`src/rtl/vga_fb_arbiter_pkg.sv`:
```
// Shared defaults and the per-cycle owner encoding for the framebuffer port arbiter.
package vga_pkg;

  localparam int VGA_ADDR_W = 19;
  localparam int VGA_DATA_W = 12;
  localparam int VGA_CNT_W  = 16;

  typedef enum logic [1:0] {
    OWN_NONE = 2'd0,
    OWN_DISP = 2'd1,
    OWN_WR0  = 2'd2,
    OWN_WR1  = 2'd3
  } owner_e;

endpackage

```
`src/rtl/vga_fb_arbiter_if.sv`:
```
// Bundle of display-fetch, writer, RAM-port and counter signals around the arbiter.
// master = clients and RAM side, slave = the arbiter itself.
interface vga_fb_arbiter_if #(
  parameter int ADDR_W = 19,
  parameter int DATA_W = 12,
  parameter int CNT_W  = 16
);
  logic              disp_req;
  logic [ADDR_W-1:0] disp_addr;
  logic              disp_valid;
  logic [DATA_W-1:0] disp_rdata;
  logic [1:0]        wr_req;
  logic [ADDR_W-1:0] wr_addr0;
  logic [ADDR_W-1:0] wr_addr1;
  logic [DATA_W-1:0] wr_data0;
  logic [DATA_W-1:0] wr_data1;
  logic [1:0]        wr_ack;
  logic [ADDR_W-1:0] mem_addr;
  logic              mem_we;
  logic [DATA_W-1:0] mem_wdata;
  logic [DATA_W-1:0] mem_rdata;
  logic              conflict_clr;
  logic [CNT_W-1:0]  conflict_cnt;

  modport master (
    output disp_req, disp_addr, wr_req, wr_addr0, wr_addr1, wr_data0, wr_data1,
           mem_rdata, conflict_clr,
    input  disp_valid, disp_rdata, wr_ack, mem_addr, mem_we, mem_wdata, conflict_cnt
  );

  modport slave (
    input  disp_req, disp_addr, wr_req, wr_addr0, wr_addr1, wr_data0, wr_data1,
           mem_rdata, conflict_clr,
    output disp_valid, disp_rdata, wr_ack, mem_addr, mem_we, mem_wdata, conflict_cnt
  );
endinterface

```
`src/rtl/vga_fb_arbiter_rr_arb2.sv`:
```
// Two-requester round-robin arbiter; the pointer moves only when a grant is issued.
module rr_arb2 (
  input  logic       clk,
  input  logic       reset_n,
  input  logic [1:0] req,
  input  logic       enable,
  output logic [1:0] gnt
);

  // last_q = 1 means writer 1 was served last, so writer 0 wins a tie.
  logic last_q, last_d;

  always_comb begin
    gnt = 2'b00;
    if (enable) begin
      case (req)
        2'b01:   gnt = 2'b01;
        2'b10:   gnt = 2'b10;
        2'b11:   gnt = last_q ? 2'b01 : 2'b10;
        default: gnt = 2'b00;
      endcase
    end
  end

  always_comb begin
    last_d = last_q;
    if (gnt[0])      last_d = 1'b0;
    else if (gnt[1]) last_d = 1'b1;
  end

  always_ff @(posedge clk or negedge reset_n) begin
    if (!reset_n) last_q <= 1'b1;
    else          last_q <= last_d;
  end

endmodule

```
`src/rtl/vga_fb_arbiter.sv`:
```
// Framebuffer port arbiter: display fetch has absolute priority with fixed 2-cycle
// read latency; two writers share the remaining cycles round-robin.
module vga_fb_arbiter
  import vga_pkg::*;
#(
  parameter int ADDR_W = VGA_ADDR_W,
  parameter int DATA_W = VGA_DATA_W,
  parameter int CNT_W  = VGA_CNT_W
) (
  input logic             clk,
  input logic             reset_n,
  vga_fb_arbiter_if.slave bus
);

  owner_e            owner;
  logic [1:0]        gnt;
  logic [ADDR_W-1:0] mem_addr_q, mem_addr_d;
  logic              mem_we_q, mem_we_d;
  logic [DATA_W-1:0] mem_wdata_q, mem_wdata_d;
  logic [1:0]        vld_q, vld_d;
  logic [CNT_W-1:0]  cnt_q, cnt_d;

  rr_arb2 u_rr (
    .clk     (clk),
    .reset_n (reset_n),
    .req     (bus.wr_req),
    .enable  (!bus.disp_req),
    .gnt     (gnt)
  );

  always_comb begin
    owner = OWN_NONE;
    if (bus.disp_req) owner = OWN_DISP;
    else if (gnt[0])  owner = OWN_WR0;
    else if (gnt[1])  owner = OWN_WR1;
  end

  always_comb begin
    mem_addr_d  = mem_addr_q;
    mem_wdata_d = mem_wdata_q;
    mem_we_d    = 1'b0;
    case (owner)
      OWN_DISP: mem_addr_d = bus.disp_addr;
      OWN_WR0: begin
        mem_we_d    = 1'b1;
        mem_addr_d  = bus.wr_addr0;
        mem_wdata_d = bus.wr_data0;
      end
      OWN_WR1: begin
        mem_we_d    = 1'b1;
        mem_addr_d  = bus.wr_addr1;
        mem_wdata_d = bus.wr_data1;
      end
      default: ;
    endcase
  end

  // A conflict is any cycle in which a writer is asking while the display owns the port.
  always_comb begin
    cnt_d = cnt_q;
    if (bus.conflict_clr)
      cnt_d = '0;
    else if (bus.disp_req && (bus.wr_req != 2'b00) && (cnt_q != {CNT_W{1'b1}}))
      cnt_d = cnt_q + CNT_W'(1);
  end

  assign vld_d = {vld_q[0], bus.disp_req};

  always_ff @(posedge clk or negedge reset_n) begin
    if (!reset_n) begin
      mem_addr_q  <= '0;
      mem_we_q    <= 1'b0;
      mem_wdata_q <= '0;
      vld_q       <= 2'b00;
      cnt_q       <= '0;
    end else begin
      mem_addr_q  <= mem_addr_d;
      mem_we_q    <= mem_we_d;
      mem_wdata_q <= mem_wdata_d;
      vld_q       <= vld_d;
      cnt_q       <= cnt_d;
    end
  end

  assign bus.wr_ack       = gnt;
  assign bus.mem_addr     = mem_addr_q;
  assign bus.mem_we       = mem_we_q;
  assign bus.mem_wdata    = mem_wdata_q;
  assign bus.disp_valid   = vld_q[1];
  assign bus.disp_rdata   = bus.mem_rdata;
  assign bus.conflict_cnt = cnt_q;

endmodule

```
`src/flat_wrapper.sv`:
```
// flat-port wrapper written by rule: the top's interface ports become plain ports
module vga_fb_arbiter_flat import vga_pkg::*;
#(
  parameter int ADDR_W = VGA_ADDR_W,
  parameter int DATA_W = VGA_DATA_W,
  parameter int CNT_W  = VGA_CNT_W
)
  (clk, reset_n, bus_disp_req, bus_disp_addr, bus_wr_req, bus_wr_addr0, bus_wr_addr1, bus_wr_data0, bus_wr_data1, bus_mem_rdata, bus_conflict_clr, bus_disp_valid, bus_disp_rdata, bus_wr_ack, bus_mem_addr, bus_mem_we, bus_mem_wdata, bus_conflict_cnt);
  vga_fb_arbiter_if #(.ADDR_W(ADDR_W), .DATA_W(DATA_W), .CNT_W(CNT_W)) bus_i ();
  input logic clk;
  input logic reset_n;
  input wire logic [$bits(bus_i.disp_req)-1:0] bus_disp_req;
  input wire logic [$bits(bus_i.disp_addr)-1:0] bus_disp_addr;
  input wire logic [$bits(bus_i.wr_req)-1:0] bus_wr_req;
  input wire logic [$bits(bus_i.wr_addr0)-1:0] bus_wr_addr0;
  input wire logic [$bits(bus_i.wr_addr1)-1:0] bus_wr_addr1;
  input wire logic [$bits(bus_i.wr_data0)-1:0] bus_wr_data0;
  input wire logic [$bits(bus_i.wr_data1)-1:0] bus_wr_data1;
  input wire logic [$bits(bus_i.mem_rdata)-1:0] bus_mem_rdata;
  input wire logic [$bits(bus_i.conflict_clr)-1:0] bus_conflict_clr;
  output wire logic [$bits(bus_i.disp_valid)-1:0] bus_disp_valid;
  output wire logic [$bits(bus_i.disp_rdata)-1:0] bus_disp_rdata;
  output wire logic [$bits(bus_i.wr_ack)-1:0] bus_wr_ack;
  output wire logic [$bits(bus_i.mem_addr)-1:0] bus_mem_addr;
  output wire logic [$bits(bus_i.mem_we)-1:0] bus_mem_we;
  output wire logic [$bits(bus_i.mem_wdata)-1:0] bus_mem_wdata;
  output wire logic [$bits(bus_i.conflict_cnt)-1:0] bus_conflict_cnt;
  assign bus_i.disp_req = bus_disp_req;
  assign bus_i.disp_addr = bus_disp_addr;
  assign bus_i.wr_req = bus_wr_req;
  assign bus_i.wr_addr0 = bus_wr_addr0;
  assign bus_i.wr_addr1 = bus_wr_addr1;
  assign bus_i.wr_data0 = bus_wr_data0;
  assign bus_i.wr_data1 = bus_wr_data1;
  assign bus_i.mem_rdata = bus_mem_rdata;
  assign bus_i.conflict_clr = bus_conflict_clr;
  assign bus_disp_valid = bus_i.disp_valid;
  assign bus_disp_rdata = bus_i.disp_rdata;
  assign bus_wr_ack = bus_i.wr_ack;
  assign bus_mem_addr = bus_i.mem_addr;
  assign bus_mem_we = bus_i.mem_we;
  assign bus_mem_wdata = bus_i.mem_wdata;
  assign bus_conflict_cnt = bus_i.conflict_cnt;
  vga_fb_arbiter #(.ADDR_W(ADDR_W), .DATA_W(DATA_W), .CNT_W(CNT_W)) u_core (.clk(clk), .reset_n(reset_n), .bus(bus_i));
endmodule
```
`config.mk`:
```
export PLATFORM = sky130hd
export DESIGN_NAME = vga_fb_arbiter_flat
export DESIGN_NICKNAME = d
export VERILOG_FILES = /design/src/rtl/vga_fb_arbiter_pkg.sv /design/src/rtl/vga_fb_arbiter_if.sv /design/src/rtl/vga_fb_arbiter_rr_arb2.sv /design/src/rtl/vga_fb_arbiter.sv /design/src/flat_wrapper.sv
export SDC_FILE = /design/constraint.sdc
export NUM_CORES = 1
export LEC_CHECK = 0
export ABC_AREA = 1
export CAP_MARGIN = 10
export CORE_AREA = 2 2 87 89
export DETAILED_ROUTE_END_ITERATION = 10
export DIE_AREA = 0 0 89 91
export PLACE_DENSITY = 0.88
export RECOVER_POWER = 50
export SETUP_SLACK_MARGIN = 0.05
export SLEW_MARGIN = 25
export SYNTH_ARGS = -nofsm -noshare
export SYNTH_HDL_FRONTEND = slang
export SYNTH_SLANG_ARGS = --single-unit
```
`constraint.sdc`:
```
create_clock -name clk -period 5 [get_ports clk]
set_clock_uncertainty 0.15 [all_clocks]
set_input_delay 1 -clock clk [delete_from_list [all_inputs] [get_ports clk]]
set_output_delay 1 -clock clk [all_outputs]
set_load 0.01 [all_outputs]
```
; Word-level counts from Yosys, hierarchy flattened
; Index checks and enable logic that the tools add are counted.
; Widths: inputs -> output; s select.
[classes]
n_eq_ne = 7
add_sub_neg = 1
n_reduce_logical = 8
n_mux = 13
[ops]
columns = op, n
row1 = $pmux 19 s3, 1
row2 = $mux 16, 2
row3 = $pmux 12 s2, 1
row4 = $add 16x1->16 const B, 1
row5 = $ne 16x16->1 const B, 1
row6 = $mux 2, 5
row7 = $eq 2x2->1 const B, 4
row8 = $reduce_bool 2->1, 4
row9 = $pmux 2 s3, 1
row10 = $eq 2x1->1 const B, 2
row11 = $mux 1, 3
row12 = $reduce_bool 3->1, 1
row13 = $logic_and 1x1->1, 2
row14 = $reduce_or 2->1, 1
[word_totals]
output_inout_bits = 63
elab_cells = 35
inputBits = 99
reg_bits = 51

; Longest topological paths before layout
[logic_depth]
depth_word = 9
depth_mapped = 11
depth_no_buf = 10

; Cells and area by module
; From an unflattened synthesis, not the netlist that was laid out.
[unflattened]
hier_cells = 403
hier_area_um2 = 2955.3
[by_module_without_submodules]
columns = mod, instances, seq_area_each_um2, area_each_um2, cells_each
row1 = vga_fb_arbiter, 1, 1251.2, 2890.3, 392
row2 = rr_arb2, 1, 26.3, 65.1, 11

; Least setup slack after synthesis
; No wires, ideal clock.
[synth_timing]
path_kind = input to output
startpoint = input port bus_wr_req[1]
endpoint = output port bus_wr_ack[0]
required_time_ns = 3.850
path_buffers = 1
path_slack_ns = 2.260
path_stages = 7
arrival_ns = 1.590
cell_sequence = inv_1 nand2_1 nand2_1 inv_2 nand2_1 inv_1 buf_2
[synth_via]
elab_chain_len = 3
word_cells_on_any_way = 5
classes_between = eq/ne (3) / mux (2)
[synth_rtl]
columns = element, line
row1 = "start, declared", flat_wrapper.sv:14  ; input wire logic [$bits(bus_i.wr_req)-1:0] bus_wr_req;
row2 = $eq 2x2->1 / $eq 2x1->1 (equally long branches), vga_fb_arbiter_rr_arb2.sv:16  ; case (req)
row3 = $pmux 2 s3 *, vga_fb_arbiter_rr_arb2.sv:16
row4 = $mux 2 *, vga_fb_arbiter_rr_arb2.sv:15  ; if (enable) begin
row5 = "end, declared", flat_wrapper.sv:23  ; output wire logic [$bits(bus_i.wr_ack)-1:0] bus_wr_ack;
; Mark *: on every way between the ends. The rest lies on a longest branch, timed or not.

; Worst setup path after layout
[layout_timing]
startpoint = input port bus_disp_req
endpoint = output port bus_wr_ack[0]
[layout_via]
elab_chain_len = 1
[layout_rtl]
columns = element, line
row1 = "start, declared", flat_wrapper.sv:12  ; input wire logic [$bits(bus_i.disp_req)-1:0] bus_disp_req;
row2 = $mux 2, vga_fb_arbiter_rr_arb2.sv:15
; Every way passes these cells.

==> reports/results.tsv <==
stage	metric	value	unit
outcome	outcome	finished with violations	
outcome	failing checks	capacitance limit, slew limit	
yosys	library cells used by synthesis	28	
cts	Post-CTS Setup Bufs	0	
final_layout	Final #Nets	613	
cts	latest clock arrival within the worst-skew pair	300	ps
yosys	Synth Cell Area	2910	um2
hold_path	worst hold path type	flip-flop to flip-flop	
critical_path	worst reg2reg path startpoint	u_core.bus.conflict_cnt[0]	
floorplanning	Die W	89	um
yosys	number of enable flip-flop cells after synthesis	0	
sta	setup TNS	0	ps
hold_path	min-delay src	u_core.vld_q[0]	
detailed_routing	Antenna Nets Post-Route	0	
yosys	syn avg cell area	7.43	um2
yosys	YS warnings	0	
yosys	mux share of post-synthesis cell area	0	%
sta	Final Max Slew Viols	52	
sta	min cycle time layout	4360	ps
sta	final setup vio count	0	
critical_path	Worst Path Required	3850	ps
global_routing	largest net degree at the start of global routing	52	
power	Sw Ratio	28.2	%
place	port bufs	137	
detailed_routing	Pre-antenna DRT Iters	4	
cts	Clock Path Buffers	2	
yosys	post-synthesis async set-or-reset flop share	100	%
critical_path	CP endpoint kind	output port	
global_routing	first-pass GRT wire length	14200	um
sta	top achievable clock speed	0.229	GHz
cts	Root Buffer Master	clkbuf_8	
detailed_routing	DRC	0	
yosys	Post-Synth XOR/XNOR Area	2.11	%
power	Seq pwr share	49.2	%
yosys	largest family of logic cells by synthesized area	simple AND/OR/NAND/NOR gates	
critical_path	Crit. Startpoint	bus_disp_req	
sta	final worst setup slack	640	ps
cts	post-cts repair resize count	0	
place	RD Place Congestion	0.939	
floorplanning	Die Span Y	91	um
yosys	post-synthesis simple-gate area fraction	31.7	%
detailed_routing	final wirelength	8730	um
critical_path	CP Class	input pin to output port	
job	maxcap violations	1	
place	DP Wirelength	6740	um
critical_path	FF-to-FF path depth	9	
sta	period utilization	87.2	%
critical_path	CP max FO	20	
global_routing	vias in the first global route	3022	
final_layout	Diodes inserted	0	
global_routing	gr usage total	22.3	%
critical_path	WP data arrival	3210	ps
cts	clk sinks	51	
power	Peak VDD IR	101	uV
global_routing	antenna violations before repair	0	
yosys	main flop type after synthesis	dfrtp_1	
floorplanning	IO Count	162	
power	P_sw	268	uW
yosys	Seq cells post-synth	51	
detailed_routing	vias per cell	5.00	
sta	slew margin rel.	-83.3	%
cts	TritonCTS Buffers	5	
critical_path	Worst R2R Setup Slack	3090	ps
cts	H-Tree Depth	2	
cts	Post-CTS Hold Buffers	0	
cts	CTS tree	built	
final_layout	area of the multi-input gates	1340	um2
yosys	Mapped Nets	492	
detailed_routing	Starting DRT DRC Count	104	
detailed_routing	DR WL/cell	14.2	um
cts	register clock-pin slew on the reported worst setup and hold paths	90	ps
critical_path	CP endpoint	bus_wr_ack[0]	
yosys	register area share after synthesis	43.9	%
floorplanning	Initial Util	40.8	%
power	Leakage	0.00187	uW
final_layout	Fill cells	667	
floorplanning	core area	7140	um2
yosys	Post-Synth Adder-Cell Area	0.430	%
critical_path	CP Launch Type	input pin	
power	pwr/cell area	219	nW/um2
floorplanning	Site Rows	31	
detailed_routing	via count	3066	
global_routing	grt ovf	0	
yosys	Synth Area in Compound Gates	11.8	%
power	Power Internal	683	uW
power	combinational power share	26.5	%
sta	Least-Margin Pin Slew	2750	ps
sta	RSZ-0062 raised after global routing	no	
sta	final hold vios	0	
floorplanning	full die area	8100	um2
power	Clk pwr share	24.3	%
place	Place WS	913	ps
final_layout	register area	1280	um2
final_layout	area delta synth->final	49.2	%
final_layout	share of layout cells above drive strength 1	6.61	%
critical_path	r2r endpoint	u_core.bus.conflict_cnt[13]	
yosys	cells after synthesis	392	
[logic make-up (layout without fill, tap and decap cells)]
logic type / count (synthesis) / count (layout)
AOI/OAI and AO/OA: 62 / 62
and+or+nand+nor: 212 / 212
DFF: 51 / 51
xor gates and xnor gates: 7 / 7
adders and majority gates: 1 / 1
buffers and inverters: 59 / 181
[sequential cells by signal (all words and copies together) (netlist names)]
name / cells
u_core.u_rr.last_q: 1
u_core.bus.mem_addr: 19
u_core.bus.mem_we: 1
u_core.bus.conflict_cnt: 16
u_core.bus.mem_wdata: 12
u_core.vld_q: 2
[through the flow]
stage | utilization [%] | power (uW) | cell area [um2] | hold WS (ps) | cells
detailed placement | 59.8 | 737 | 4270 | 186 | 605
global route | 60.9 | 1000 | 4340 | 210 | 613
finish | 60.9 | 952 | 4340 | 200 | 613
CTS | 61.0 | 969 | 4350 | 205 | 613
global placement | 59.8 | 731 | 4270 | 183 | 605
floorplan | - | 575 | 2910 | 181 | 392
[cells in the mapped netlist (2+ instances only)]
cell | number | area [um2]
nand2_1 | 120 | 450
dfrtp_1 | 50 | 1250
o21ai_0 | 45 | 225
nor2_1 | 37 | 139
inv_1 | 28 | 105
nand4_1 | 14 | 87.6
buf_4 | 12 | 90.1
nand3_1 | 12 | 60.1
nor3_1 | 12 | 60.1
clkbuf_1 | 8 | 30.0
nand2_2 | 8 | 50.1
buf_2 | 7 | 35.0
o21bai_1 | 6 | 45.0
a31oi_1 | 5 | 31.3
xor2_1 | 5 | 43.8
a21oi_1 | 4 | 20.0
nor2_4 | 3 | 33.8
or2_2 | 3 | 18.8
inv_2 | 2 | 7.51
nor2_2 | 2 | 12.5
xnor2_1 | 2 | 17.5
[cell type report]
class	instances	area share [%]
Clock inverter	3	0.346
Tap cell	99	2.85
Clock buffer	5	1.58
Sequential cell	51	29.4
Multi-Input combinational cell	282	30.9
Timing Repair Buffer	142	32.2
Inverter	31	2.74
[power groups by stage]
stage	registers, uW	logic, uW	clock network [uW]
finish	468	253	231
floorplan	489	85.8	0
detailed placement	476	261	0
CTS	469	261	239
global placement	476	256	0
global route	473	276	255
[worst min-delay path by stage]
stage	to	depth (start not counted)
4_1_cts	u_core.vld_q[1]	0
6_report	u_core.vld_q[1]	0
5_1_grt	u_core.vld_q[1]	0
3_5_place_dp	u_core.vld_q[1]	0
2_1_floorplan	u_core.vld_q[1]	0
3_3_place_gp	u_core.vld_q[1]	0
[per-layer routing]
layer / wire, um / GRT usage [%] / share of wire [%]
met2: 4550 / 39.1 / 52
met1: 3350 / 26.6 / 38
met5: 0 / 0 / 0
met3: 659 / 5.55 / 7.6
met4: 163 / 6.47 / 1.9
[layout by cell type, fill, tap and decap left out, drive strengths merged, types with 6 or more instances in the layout]
master,count
o21bai,6
inv,31
nor3,12
dfrtp,50
clkdlybuf4s50,120
dlygate4sd3,16
nand4,14
nand3,12
clkbuf,7
nand2,129
o21ai,47
nor2,42
[worst max-delay path, stage by stage]
cell             delay, ps
dlygate4sd3_1          570
inv_2                  200
nand2_1                100
inv_1                  350
nand2_1                100
inv_1                   70
buf_4                  230
clkdlybuf4s50_1        580
Note: power is estimated with default switching activity, not from simulation.
